**config.mk**
```make
export PLATFORM = sky130hd
export DESIGN_NAME = mux4_arbiter
export DESIGN_NICKNAME = d
export VERILOG_FILES = /design/src/rtl/mux4_arbiter_pkg.sv /design/src/rtl/mux4.sv /design/src/rtl/mux4_arbiter.sv
export SDC_FILE = /design/constraint.sdc
export NUM_CORES = 1
export LEC_CHECK = 0
export CORE_AREA = 4 4 54 56
export DETAILED_ROUTE_END_ITERATION = 8
export DIE_AREA = 0 0 58 60
export GPL_ROUTABILITY_DRIVEN = 0
export PLACE_DENSITY = 0.85
export SLEW_MARGIN = 20
export SYNTH_ARGS = -nofsm -noshare
export SYNTH_HDL_FRONTEND = slang
export SYNTH_SLANG_ARGS = --single-unit
```
**constraint.sdc**
```tcl
create_clock -name clk -period 2.6 [get_ports clk]
set_input_delay 0.65 -clock clk [delete_from_list [all_inputs] [get_ports clk]]
set_output_delay 0.65 -clock clk [all_outputs]
set_load 0.01 [all_outputs]
```
**src/rtl/mux4_arbiter_pkg.sv**
```systemverilog
// rtl/mux4_arbiter_pkg.sv - shared state encodings and requester count for mux4_arbiter
package mux4_arbiter_pkg;

  localparam int NREQ = 4;

  typedef enum logic {
    ST_IDLE = 1'b0,
    ST_BUSY = 1'b1
  } state_t;

endpackage

```
**src/rtl/mux4.sv**
```systemverilog
// rtl/mux4.sv - 4:1 one-bit mux datapath
module mux4 (
  input  logic       din_0,
  input  logic       din_1,
  input  logic       din_2,
  input  logic       din_3,
  input  logic [1:0] sel,
  output logic       mux_out
);

  always_comb begin
    mux_out = din_0;
    case (sel)
      2'd0: mux_out = din_0;
      2'd1: mux_out = din_1;
      2'd2: mux_out = din_2;
      2'd3: mux_out = din_3;
      default: mux_out = din_0;
    endcase
  end

endmodule

```
**src/rtl/mux4_arbiter.sv**
```systemverilog
// rtl/mux4_arbiter.sv - round-robin arbiter with hold limit driving the mux4 select
module mux4_arbiter
  import mux4_arbiter_pkg::*;
#(
  parameter int unsigned MAX_HOLD = 8
) (
  input  logic            clk,
  input  logic            reset,
  input  logic [NREQ-1:0] req,
  input  logic [NREQ-1:0] din,
  output logic [NREQ-1:0] gnt,
  output logic [1:0]      sel,
  output logic            dout,
  output logic            valid
);

  localparam logic [7:0] HOLD_LIM = 8'(MAX_HOLD);
  localparam bit         HOLD_EN  = (MAX_HOLD != 0);

  state_t          state, state_n;
  logic [1:0]      ptr, ptr_n;
  logic [1:0]      owner, owner_n;
  logic [7:0]      hold_cnt, hold_cnt_n;
  logic [NREQ-1:0] gnt_n;
  logic [1:0]      sel_n;
  logic [NREQ-1:0] owner_mask;
  logic            others_wait;
  logic [1:0]      winner;
  logic            mux_out;

  // Rotate so ptr sits at bit 0, take the lowest set bit, then rotate the index back.
  function automatic logic [1:0] rr_pick(input logic [NREQ-1:0] r, input logic [1:0] p);
    logic [2*NREQ-1:0] dbl;
    logic [NREQ-1:0]   rot;
    logic [1:0]        idx;
    dbl = {r, r} >> p;
    rot = dbl[NREQ-1:0];
    idx = 2'd0;
    for (int i = NREQ - 1; i >= 0; i--) begin
      if (rot[i]) idx = 2'(i);
    end
    return idx + p;
  endfunction

  assign winner      = rr_pick(req, ptr);
  assign owner_mask  = 4'b0001 << owner;
  assign others_wait = |(req & ~owner_mask);

  always_comb begin
    state_n    = state;
    ptr_n      = ptr;
    owner_n    = owner;
    hold_cnt_n = hold_cnt;
    gnt_n      = gnt;
    sel_n      = sel;
    case (state)
      ST_IDLE: begin
        if (|req) begin
          gnt_n      = 4'b0001 << winner;
          owner_n    = winner;
          sel_n      = winner;
          hold_cnt_n = 8'd1;
          state_n    = ST_BUSY;
        end
      end
      ST_BUSY: begin
        if (!req[owner] || (HOLD_EN && (hold_cnt >= HOLD_LIM) && others_wait)) begin
          // Moving ptr past the owner puts a still-requesting owner last in line.
          gnt_n      = '0;
          ptr_n      = owner + 2'd1;
          hold_cnt_n = 8'd0;
          state_n    = ST_IDLE;
        end else if (hold_cnt != 8'hFF) begin
          hold_cnt_n = hold_cnt + 8'd1;
        end
      end
      default: state_n = ST_IDLE;
    endcase
  end

  always_ff @(posedge clk) begin
    if (reset) begin
      state    <= ST_IDLE;
      ptr      <= 2'd0;
      owner    <= 2'd0;
      hold_cnt <= 8'd0;
      gnt      <= '0;
      sel      <= 2'd0;
    end else begin
      state    <= state_n;
      ptr      <= ptr_n;
      owner    <= owner_n;
      hold_cnt <= hold_cnt_n;
      gnt      <= gnt_n;
      sel      <= sel_n;
    end
  end

  mux4 u_mux4 (
    .din_0   (din[0]),
    .din_1   (din[1]),
    .din_2   (din[2]),
    .din_3   (din[3]),
    .sel     (sel),
    .mux_out (mux_out)
  );

  assign valid = |gnt;
  assign dout  = mux_out & valid;

endmodule
```
==> results.json <==
{
  "skew_ns": 0.0137,
  "die_area_um2": 3480,
  "syn_area_per_cell_um2": 8.36,
  "tightestPinTransition_ns": 0.386,
  "min_period_ns": 2.49,
  "power_density_nw_per_um2": 493,
  "cap_violations": 0,
  "cts_tree": "built",
  "clkTransAtPathRegs_ns": 0.11,
  "finalInstanceArea_um2": 1440,
  "syn_inst": 142,
  "drive_above_1_share": 0.167,
  "synth_area_um2": 1190,
  "grt-ovfl-total": 0,
  "comb_power_share": 0.358,
  "drv_slew": 0,
  "start_util": 0.488,
  "setup_viol": 0,
  "cts_inserted_buffers": 3,
  "synth_edf_count": 0,
  "fmax_mhz": 402,
  "htreeDepth": 1,
  "synth_most_common_cell": "nor2_1",
  "design.portCount": 18,
  "intPower_w": 0.000465,
  "seq_area_frac_synth": 0.287,
  "ys_ff_latch": 17,
  "crit_slowest_cell": "clkdlybuf4s50_1",
  "routed_wl_um": 2530,
  "fin_nets": 180,
  "critical_path.startpoint_type": "primary input",
  "drc": 0,
  "fin_ws_ns": 0.114,
  "core_um2": 2430,
  "cts.sinks": 17,
  "grt_setup_unrepaired": "false",
  "clock_latency_ns": 0.30,
  "post_cts_buffers": 0,
  "antenna_found_initial": 0,
  "end_kind": "primary output",
  "num_rows": 18,
  "synth_area_leaders": "dfxtp_1 29%, ha_1 7.4%, nor2_1 5.7%",
  "dr.pass1.iters": 4,
  "grt_max_degree": 12,
  "cp.required_ns": 1.95,
  "yosys.area.top_type": "dfxtp_1",
  "hpwl_um": 1990,
  "top_layer_used": "met4",
  "syn_to_final_growth_pct": 21.4,
  "switchingPower_w": 0.000246,
  "grt_use_total": 0.164,
  "grt_pass1_wl_um": 4490,
  "p_clk_frac": 0.202,
  "netlist-cell-type-count": 45,
  "critPathTopFamily": "buffers and inverters",
  "cp_cell_sequence": "clkdlybuf4s50_1 > a222oi_1 > nand2_1 > o211a_1 > dlygate4sd2_1",
  "num_vias": 1086,
  "slowest_delay_ns": 0.40,
  "clock_path_buffers": 2,
  "met1_length_um": 1170,
  "synth_nets": 159,
  "wl_per_cell_um": 13.2,
  "swShare": 0.346,
  "synth_top_area_frac": 0.287,
  "path_buf_inv": 2,
  "cp_max_fo": 1,
  "p_seq_frac": 0.439,
  "port_buffers": 17,
  "wl_met3_um": 127,
  "die_h_um": 60,
  "wl_met2_um": 1200,
  "grt_pass1_vias": 990,
  "power_w": 0.000711,
  "outcome": "finished clean",
  "vias_per_cell": 5.66,
  "die_x_um": 58,
  "path_class": "primary input to primary output",
  "finalHoldViolCount": 0,
  "async_flop_share": 0,
  "yosys_warnings": 0,
  "post-place-ws_ns": -0.101,
  "worstHoldPathType": "flip-flop to flip-flop",
  "cts-root-buf": "clkbuf_4",
  "final_util": 0.593,
  "diodes": 0,
  "slew_headroom": 0.743,
  "min_period_over_period": 0.956,
  "crit_arrival_ns": 1.84,
  "p_leak_nw": 0.548,
  "placed_area_um2": 1410,
  "ir_drop_mv": 0.363,
  "ant_nets": 0,
  "synth-main-ff-cell": "dfxtp_1",
  "drt-initial-drc-count": 49,
  "synthTopCellsByCount": "18 x nor2_1, 17 x dfxtp_1, 9 x nand2_1"
}
## power groups by stage
stage	Sequential (W)	Clock [W]	Combinational (W)
floorplan	0.000311	0	0.000166
global placement	0.000314	0	0.000250
detailed placement	0.000316	0	0.000258
CTS	0.000311	0.000145	0.000255
global route	0.000317	0.000154	0.000282
finish	0.000312	0.000144	0.000255
## routing by layer
metal / track usage / vias up
li1: - / 559
met1: 0.213 / 498
met2: 0.281 / 25
met3: 0.0389 / 4
met4: 0.0298 / 0
met5: 0 / -
## flip-flops by register name (all words and copies together), names as in the netlist
register / count
ptr: 2
owner: 2
gnt: 4
hold_cnt: 8
state: 1
## logic make-up (layout without fill, tap and decap cells)
| group | after synthesis | in the layout | share of synthesized area |
|---|---|---|---|
| and+or+nand+nor | 58 | 58 | 0.271 |
| AOI/OAI and AO/OA | 36 | 36 | 0.236 |
| DFF | 17 | 17 | 0.287 |
| buffers and inverters | 16 | 36 | 0.0601 |
| adders and majority gates | 7 | 7 | 0.0738 |
| xor gates and xnor gates | 5 | 5 | 0.0369 |
| muxes | 3 | 3 | 0.0358 |
## path summary, 6_finish.rpt
check / start / endpoint / slack [ns] / cells after the start
worst max-delay path: din[2] / dout / 0.11 / 5
worst min-delay path: gnt[2] / gnt[2] / 0.50 / 2
worst max register to register: ptr[0] / gnt[3] / 0.63 / 6
worst min register to register: gnt[2] / gnt[2] / 0.50 / 2
## cells in the final DEF, fill, tap and decap left out, types with 3 or more instances in the layout
cell type	netlist	final
nor2b_1	4	4
or4_1	3	3
a31oi_1	3	3
dfxtp_1	17	15
inv_1	7	7
nand2_1	9	9
o21ai_0	6	6
nor2_1	18	18
o31ai_1	5	5
clkbuf_4	0	3
ha_1	7	7
buf_4	2	8
a211oi_1	3	3
clkdlybuf4s50_1	0	16
xor2_1	3	3
nand3_1	6	6
a21oi_1	5	5
## timing repair
action | CTS | global route
pin swaps | 0 | 1
gates cloned | 0 | 0
setup endpoints to repair | 1 | 1
hold buffers | 0 | 0
resized for setup | 2 | 2
## worst reg2reg max path, stage by stage, from the launching register on
cell and delay [ns]:
dfxtp_1 0.41, or4_1 0.55, o2111ai_1 0.10, ha_1 0.19
xor2_1 0.25, xnor2_1 0.15, o31ai_1 0.24
## layout make-up
class,instances,area [um^2]
Multi-Input combinational cell,109,776
Clock inverter,1,5.00
Sequential cell,17,345
Clock buffer,3,22.5
Timing Repair Buffer,25,229
Fill cell,216,991
Tap cell,30,37.5
Inverter,7,26.3
## metrics by stage
stage / hold WS (ns) / TNS, ns / cells
2_1_floorplan: 0.496 / 0 / 142
6_report: 0.500 / 0 / 192
3_3_place_gp: 0.481 / -0.0946 / 188
5_1_grt: 0.562 / 0 / 192
3_5_place_dp: 0.486 / -0.240 / 188
4_1_cts: 0.500 / 0 / 192
No activity file was read; power rests on OpenSTA's default activity.
